<file path="config.mk">
export PLATFORM = sky130hd
export DESIGN_NAME = mire_writer_flat
export DESIGN_NICKNAME = d
export VERILOG_FILES = /design/src/rtl/mire_pkg.sv /design/src/rtl/wshb_if.sv /design/src/rtl/mire_pattern.sv /design/src/rtl/mire_writer.sv /design/src/flat_wrapper.sv
export SDC_FILE = /design/constraint.sdc
export NUM_CORES = 1
export LEC_CHECK = 0
export ABC_CLOCK_PERIOD_IN_PS = 5650
export CAP_MARGIN = 0
export CORE_ASPECT_RATIO = 1.1
export CORE_UTILIZATION = 54
export DETAILED_ROUTE_END_ITERATION = 12
export GPL_TIMING_DRIVEN = 0
export PLACE_DENSITY_LB_ADDON = 0.2
export SETUP_SLACK_MARGIN = 0.4
export SYNTH_ARGS = -nofsm -noshare
export SYNTH_HDL_FRONTEND = slang
export SYNTH_SLANG_ARGS = --single-unit
</file>
<file path="constraint.sdc">
create_clock -name clk -period 5.65 [get_ports clk]
set_input_delay 1.13 -clock clk [delete_from_list [all_inputs] [get_ports clk]]
set_output_delay 1.13 -clock clk [all_outputs]
set_load 0.01 [all_outputs]
</file>
<file path="src/rtl/mire_pkg.sv">
// Shared types and constants for the test-pattern framebuffer writer.
package mire_pkg;

  typedef enum logic [1:0] {
    IDLE  = 2'd0,
    WRITE = 2'd1,
    PAUSE = 2'd2
  } state_t;

  localparam logic [23:0] GRID_COLOR = 24'hFFFFFF;
  localparam logic [3:0]  GRID_MASK  = 4'hF;

endpackage

</file>
<file path="src/rtl/wshb_if.sv">
// Minimal Wishbone bundle: one clock, async active-high reset, write-only master.
interface wshb_if (
  input logic clk,
  input logic rst
);
  logic        cyc;
  logic        stb;
  logic        we;
  logic [3:0]  sel;
  logic [31:0] adr;
  logic [31:0] dat_ms;
  logic [2:0]  cti;
  logic [1:0]  bte;
  logic        ack;

  modport master (
    input  clk, rst, ack,
    output cyc, stb, we, sel, adr, dat_ms, cti, bte
  );
endinterface

</file>
<file path="src/rtl/mire_pattern.sv">
// Combinational pixel generator: white grid every 16 pixels, gradient elsewhere.
module mire_pattern
  import mire_pkg::*;
(
  input  logic [7:0]  i_x,
  input  logic [7:0]  i_y,
  input  logic [7:0]  i_frame_cnt,
  output logic [31:0] o_data
);

  logic w_grid;

  // Pick grid colour on every 16th column/row, otherwise animate red by frame.
  always_comb begin
    w_grid = ((i_x[3:0] & GRID_MASK) == 4'h0) || ((i_y[3:0] & GRID_MASK) == 4'h0);
    if (w_grid) o_data = {8'h00, GRID_COLOR};
    else        o_data = {8'h00, i_x + i_frame_cnt, i_y, i_frame_cnt};
  end

endmodule

</file>
<file path="src/rtl/mire_writer.sv">
// Wishbone master filling the framebuffer with the test pattern in fixed bursts.
module mire_writer
  import mire_pkg::*;
#(
  parameter int HDISP = 800,
  parameter int VDISP = 480,
  parameter int BURST = 64
) (
  wshb_if.master     wshb_ifm,
  input  logic       enable,
  output logic [7:0] frame_cnt,
  output logic       frame_done
);

  localparam int XW = $clog2(HDISP);
  localparam int YW = $clog2(VDISP);
  localparam int BW = $clog2(BURST + 1);

  state_t         r_state, w_next;
  logic [XW-1:0]  r_x, w_x_nxt;
  logic [YW-1:0]  r_y, w_y_nxt;
  logic [BW-1:0]  r_burst;
  logic [7:0]     r_frame_cnt, w_fc_nxt;
  logic           r_frame_done;
  logic [31:0]    r_adr, r_dat, w_adr_nxt, w_pix;
  logic           w_ack, w_x_last, w_y_last, w_frame_last, w_burst_last;

  // stb is derived from the state, so an ack outside WRITE is simply ignored.
  assign w_ack        = (r_state == WRITE) && wshb_ifm.ack;
  assign w_x_last     = (r_x == XW'(HDISP - 1));
  assign w_y_last     = (r_y == YW'(VDISP - 1));
  assign w_frame_last = w_x_last && w_y_last;
  assign w_burst_last = (r_burst == BW'(BURST - 1));

  // Position following the one being written; adr/dat are registered from it.
  always_comb begin
    // NOTE: every always_comb output gets a default first so no latch is inferred.
    w_x_nxt  = r_x + XW'(1);
    w_y_nxt  = r_y;
    w_fc_nxt = r_frame_cnt;
    if (w_x_last) begin
      w_x_nxt = '0;
      if (w_y_last) begin
        w_y_nxt  = '0;
        w_fc_nxt = r_frame_cnt + 8'd1;
      end else begin
        w_y_nxt = r_y + YW'(1);
      end
    end
    w_adr_nxt = (32'(w_y_nxt) * 32'(HDISP) + 32'(w_x_nxt)) << 2;
  end

  mire_pattern u_pattern (
    .i_x         (8'(w_x_nxt)),
    .i_y         (8'(w_y_nxt)),
    .i_frame_cnt (w_fc_nxt),
    .o_data      (w_pix)
  );

  // State register.
  always_ff @(posedge wshb_ifm.clk or posedge wshb_ifm.rst) begin
    // NOTE: sequential state uses non-blocking assignments so all flops update together.
    if (wshb_ifm.rst) r_state <= IDLE;
    else              r_state <= w_next;
  end

  // Next-state: bursts end in a one-cycle PAUSE; a dropped enable ends after the ack.
  always_comb begin
    w_next = r_state;
    unique case (r_state)
      IDLE:  if (enable) w_next = WRITE;
      WRITE: if (w_ack) begin
               if (w_burst_last || w_frame_last) w_next = PAUSE;
               else if (!enable)                 w_next = IDLE;
             end
      PAUSE: w_next = enable ? WRITE : IDLE;
      default: w_next = IDLE;
    endcase
  end

  // Bus outputs: only cyc/stb depend on state, the rest are constant or registered.
  always_comb begin
    wshb_ifm.cyc    = (r_state == WRITE);
    wshb_ifm.stb    = (r_state == WRITE);
    wshb_ifm.we     = 1'b1;
    wshb_ifm.sel    = 4'b1111;
    wshb_ifm.cti    = 3'b000;
    wshb_ifm.bte    = 2'b00;
    wshb_ifm.adr    = r_adr;
    wshb_ifm.dat_ms = r_dat;
  end

  // Position, frame counter and registered pixel word advance on each accepted write.
  always_ff @(posedge wshb_ifm.clk or posedge wshb_ifm.rst) begin
    if (wshb_ifm.rst) begin
      r_x          <= '0;
      r_y          <= '0;
      r_frame_cnt  <= '0;
      r_frame_done <= 1'b0;
      r_adr        <= '0;
      r_dat        <= {8'h00, GRID_COLOR};
    end else begin
      r_frame_done <= w_ack && w_frame_last;
      if (w_ack) begin
        r_x         <= w_x_nxt;
        r_y         <= w_y_nxt;
        r_frame_cnt <= w_fc_nxt;
        r_adr       <= w_adr_nxt;
        r_dat       <= w_pix;
      end
    end
  end

  // Burst counter: counts acks inside WRITE, cleared in IDLE and PAUSE.
  always_ff @(posedge wshb_ifm.clk or posedge wshb_ifm.rst) begin
    if (wshb_ifm.rst)            r_burst <= '0;
    else if (r_state != WRITE)   r_burst <= '0;
    else if (w_ack)              r_burst <= r_burst + BW'(1);
  end

  assign frame_cnt  = r_frame_cnt;
  assign frame_done = r_frame_done;

endmodule
</file>
<file path="src/flat_wrapper.sv">
// flat-port wrapper written by rule: the top's interface ports become plain ports
module mire_writer_flat import mire_pkg::*;
#(
  parameter int HDISP = 800,
  parameter int VDISP = 480,
  parameter int BURST = 64
)
  (enable, frame_cnt, frame_done, clk, rst, wshb_ifm_ack, wshb_ifm_cyc, wshb_ifm_stb, wshb_ifm_we, wshb_ifm_sel, wshb_ifm_adr, wshb_ifm_dat_ms, wshb_ifm_cti, wshb_ifm_bte);
  wshb_if wshb_ifm_i (.clk(clk), .rst(rst));
  input  logic enable;
  output logic [7:0] frame_cnt;
  output logic frame_done;
  input wire logic clk;
  input wire logic rst;
  input wire logic [$bits(wshb_ifm_i.ack)-1:0] wshb_ifm_ack;
  output wire logic [$bits(wshb_ifm_i.cyc)-1:0] wshb_ifm_cyc;
  output wire logic [$bits(wshb_ifm_i.stb)-1:0] wshb_ifm_stb;
  output wire logic [$bits(wshb_ifm_i.we)-1:0] wshb_ifm_we;
  output wire logic [$bits(wshb_ifm_i.sel)-1:0] wshb_ifm_sel;
  output wire logic [$bits(wshb_ifm_i.adr)-1:0] wshb_ifm_adr;
  output wire logic [$bits(wshb_ifm_i.dat_ms)-1:0] wshb_ifm_dat_ms;
  output wire logic [$bits(wshb_ifm_i.cti)-1:0] wshb_ifm_cti;
  output wire logic [$bits(wshb_ifm_i.bte)-1:0] wshb_ifm_bte;
  assign wshb_ifm_i.ack = wshb_ifm_ack;
  assign wshb_ifm_cyc = wshb_ifm_i.cyc;
  assign wshb_ifm_stb = wshb_ifm_i.stb;
  assign wshb_ifm_we = wshb_ifm_i.we;
  assign wshb_ifm_sel = wshb_ifm_i.sel;
  assign wshb_ifm_adr = wshb_ifm_i.adr;
  assign wshb_ifm_dat_ms = wshb_ifm_i.dat_ms;
  assign wshb_ifm_cti = wshb_ifm_i.cti;
  assign wshb_ifm_bte = wshb_ifm_i.bte;
  mire_writer #(.HDISP(HDISP), .VDISP(VDISP), .BURST(BURST)) u_core (.wshb_ifm(wshb_ifm_i), .enable(enable), .frame_cnt(frame_cnt), .frame_done(frame_done));
endmodule
</file>
==> results.sh <==
export IMPL_required_ns=5.88
export IMPL_status="complete, no violations"
export IMPL_slowest_delay_ns=0.51
export IMPL_chipWidth_um=96.2
export IMPL_setup_viol=0
export IMPL_path_cells="ha_2, and3_2, and3_1, clkbuf_4, nand2_1, nor2_1, xnor2_1, inv_1, ha_1, ha_1, inv_1, fa_1, inv_1, ha_2, o21a_1, o211ai_1, a21oi_1, xor2_2, nor4b_2, xnor2_1, o21ai_1"
export IMPL_wl_per_cell_um=14.8
export IMPL_grt_pass1_vias=4141
export IMPL_setup_ws_ns=0.673
export IMPL_synthesis_instances=572
export IMPL_rows=37
export IMPL_crit_arrival_ns=5.20
export IMPL_postLayoutCoreUtil_pct=68.0
export IMPL_clk_path_buf_depth=2
export IMPL_crit_top_cell="inv_1"
export IMPL_tightest_slew_ns=0.644
export IMPL_power_switching_mw=0.385
export IMPL_yosysSeqAreaShare_pct=36.6
export IMPL_syn_area_per_cell_sq_um=9.22
export IMPL_crit_path_top_delay_cell="fa_1"
export IMPL_netSwitchingFraction_pct=28.4
export IMPL_start_kind="flip-flop"
export IMPL_p_int_mw=0.969
export IMPL_power_frac_comb_pct=19.4
export IMPL_relSlewSlack_pct=57.1
export IMPL_dp_slack_ns=0.430
export IMPL_viasPerCell=5.30
export IMPL_fin_crit_ns=4.98
export IMPL_core_sq_um=9440
export IMPL_insertion_delay_ns=0.36
export IMPL_layout_common_cells="nand2_1, clkdlybuf4s50_1, nor2_1"
export IMPL_layout_drive_gt1_share_pct=16.1
export IMPL_n_antenna_cell=0
export IMPL_layout_commonest_cell="nand2_1"
export IMPL_yosysUniqueCellTypes=60
export IMPL_worstSetupEndpointType="flip-flop"
export IMPL_cts_root_buffer="clkbuf_8"
export IMPL_crit_type="flip-flop to flip-flop"
export IMPL_cts_sinks=76
export IMPL_holdCritPathClass="flip-flop to flip-flop"
export IMPL_synth_area_sq_um=5280
export IMPL_p_per_area_nw_per_um2=211
export IMPL_clock_skew_ns=0.0134
export IMPL_drtAntennaViolNets=0
export IMPL_dieArea_sq_um=10200
export IMPL_final_cells=794
export IMPL_clockPowerShare_pct=35.5
export IMPL_drv_slew=0
export IMPL_grt_max_degree=61
export IMPL_clk_pin_slew_worst_paths_ns=0.09
export IMPL_ys_ff_latch=76
export IMPL_portBuffers=57
export IMPL_num_fill_cells=794
export IMPL_antenna_found_initial=0
export IMPL_routabilityCongestion=0.875
export IMPL_vias=4210
export IMPL_grt_pass1_wl_um=19200
export IMPL_setup_tns_ns=0
export IMPL_fin_hold_ws_ns=0.443
export IMPL_place_inst=775
export IMPL_ioPinCount=89
export IMPL_start_util_pct=55.9
export IMPL_dp_hpwl_um=8940
export IMPL_hold_viol=0
export IMPL_rsz0062_at_grt="no"
export IMPL_synthToLayoutAreaGrowth_pct=21.8
export IMPL_numCtsBuffers=9
export IMPL_overflow=0
export IMPL_async_flop_share_pct=100
export IMPL_post_route_period_util_pct=88.1
export IMPL_synth_main_ff_cell="dfrtp_1"
export IMPL_routed_wl_um=11700
export IMPL_track_usage_pct=24.6
export IMPL_power_leakage_nw=3.20
export IMPL_cts_tree="done"
export IMPL_post_route_drc_count=0
export IMPL_htreeDepth=3
export IMPL_drtIter0Drc=152
export IMPL_seqPwrFrac_pct=45.1
export IMPL_die_h_um=106
export IMPL_cp_max_fo=10
export IMPL_final_nets=732
export IMPL_maxCapViolations=0
export IMPL_max_freq_ghz=0.201
export IMPL_yosysWarningCount=0
export IMPL_firstDrtPassIters=4
export IMPL_synth_edf_count=0
export IMPL_ir_drop_v=0.000127
[per-stage QoR]
step / total power [mW] / cell area (sq um)
after floorplan: 0.788 / 5380
final: 1.35 / 6430
after CTS: 1.35 / 6350
after global routing: 1.42 / 6430
after global placement: 0.860 / 6100
after detailed placement: 0.873 / 6130
[final timing paths]
kind / to / start / depth (start not counted) / slack [ns]
setup / recovery: u_core.wshb_ifm.adr[20] / u_core.r_x[1] / 21 / 0.67
min in group asynchronous: u_core.frame_cnt[0] / rst / 2 / 1.05
hold / removal: u_core.r_state[0] / u_core.r_state[1] / 1 / 0.44
setup reg to reg: u_core.wshb_ifm.adr[20] / u_core.r_x[1] / 21 / 0.67
hold reg to reg: u_core.r_state[0] / u_core.r_state[1] / 1 / 0.44
max in group asynchronous: u_core.wshb_ifm.dat_ms[12] / rst / 3 / 3.97
[flip-flops by register name, indices dropped and copies added, names as in the netlist]
register                count
u_core.frame_cnt            8
u_core.frame_done           1
u_core.wshb_ifm.dat_ms     24
u_core.r_y                  9
u_core.wshb_ifm.adr        15
u_core.r_x                 10
u_core.r_burst              7
u_core.r_state              2
[area by class of cell]
cell class | instances | area (sq um) | share of cell area (%)
Clock buffer | 12 | 155 | 2.41
Timing Repair Buffer | 61 | 621 | 9.66
Inverter | 45 | 171 | 2.67
Sequential cell | 76 | 1930 | 30.1
Tap cell | 117 | 146 | 2.28
Multi-Input combinational cell | 426 | 2980 | 46.4
Clock inverter | 4 | 72.6 | 1.13
Buffer | 53 | 345 | 5.37
[kinds of logic after synthesis]
family / share of synthesized area (%)
and+or+nand+nor: 16.9
buffers and inverters: 9.70
AOI/OAI and AO/OA: 11.3
DFF: 36.6
xor gates and xnor gates: 10.1
adders and majority gates: 14.1
muxes: 0.996
other: 0.142
[routing by layer]
layer	track usage, %	vias to the layer above	wire [um]
li1	-	2036	-
met1	29.8	2033	4920
met2	42.2	109	6000
met3	4.33	32	456
met4	10.6	0	373
met5	0	-	0
[what timing repair did]
item | 4_1_cts | 5_1_grt
endpoints found under the hold margin | 0 | 0
setup buffers | 0 | 3
endpoints found under the setup margin | 0 | 5
resized for setup | 0 | 11
hold buffers | 0 | 0
[synth_stat cells (2+ instances only)]
cell type	count	share of area [%]
and4_1	2	0.33
nor2b_1	5	0.59
conb_1	2	0.14
a211oi_1	2	0.28
nor4_2	2	0.47
o21bai_1	2	0.28
fa_1	6	2.3
and2_1	4	0.47
nor2_1	53	3.8
or2_1	2	0.24
nand4_1	7	0.83
inv_1	44	3.1
xnor2_1	32	5.3
nor3_1	6	0.57
dfstp_2	24	12
dfrtp_1	52	25
o211ai_1	3	0.43
nand2_1	61	4.3
mux2i_1	3	0.57
ha_1	50	12
a21oi_1	37	3.5
and2b_1	2	0.28
o21ai_1	9	0.85
and3_1	7	0.83
buf_4	38	5.4
clkbuf_1	13	0.93
nand3_1	10	0.95
o21a_1	2	0.28
o22ai_1	4	0.47
a21o_1	4	0.57
o21ai_0	21	2.0
nand4b_1	2	0.33
nand2b_1	4	0.47
or3_1	2	0.24
xor2_1	29	4.8
mux2_2	2	0.43
[power by group through the flow]
stage / clock network [mW] / registers (mW) / logic, mW
final: 0.480 / 0.610 / 0.263
after detailed placement: 0 / 0.619 / 0.254
after CTS: 0.486 / 0.609 / 0.256
after floorplan: 0 / 0.608 / 0.180
after global placement: 0 / 0.617 / 0.243
after global routing: 0.508 / 0.617 / 0.291
[critical path: cells and delay by family, from the launching register on]
family	cells	cell delay (ns)
fa+ha+maj	5	1.70
simple gates	5	1.06
compound gates	4	0.62
xor+xnor	3	0.58
buf+inv	4	0.46
flops	1	0.42
Power figures use the tool's default switching activity.
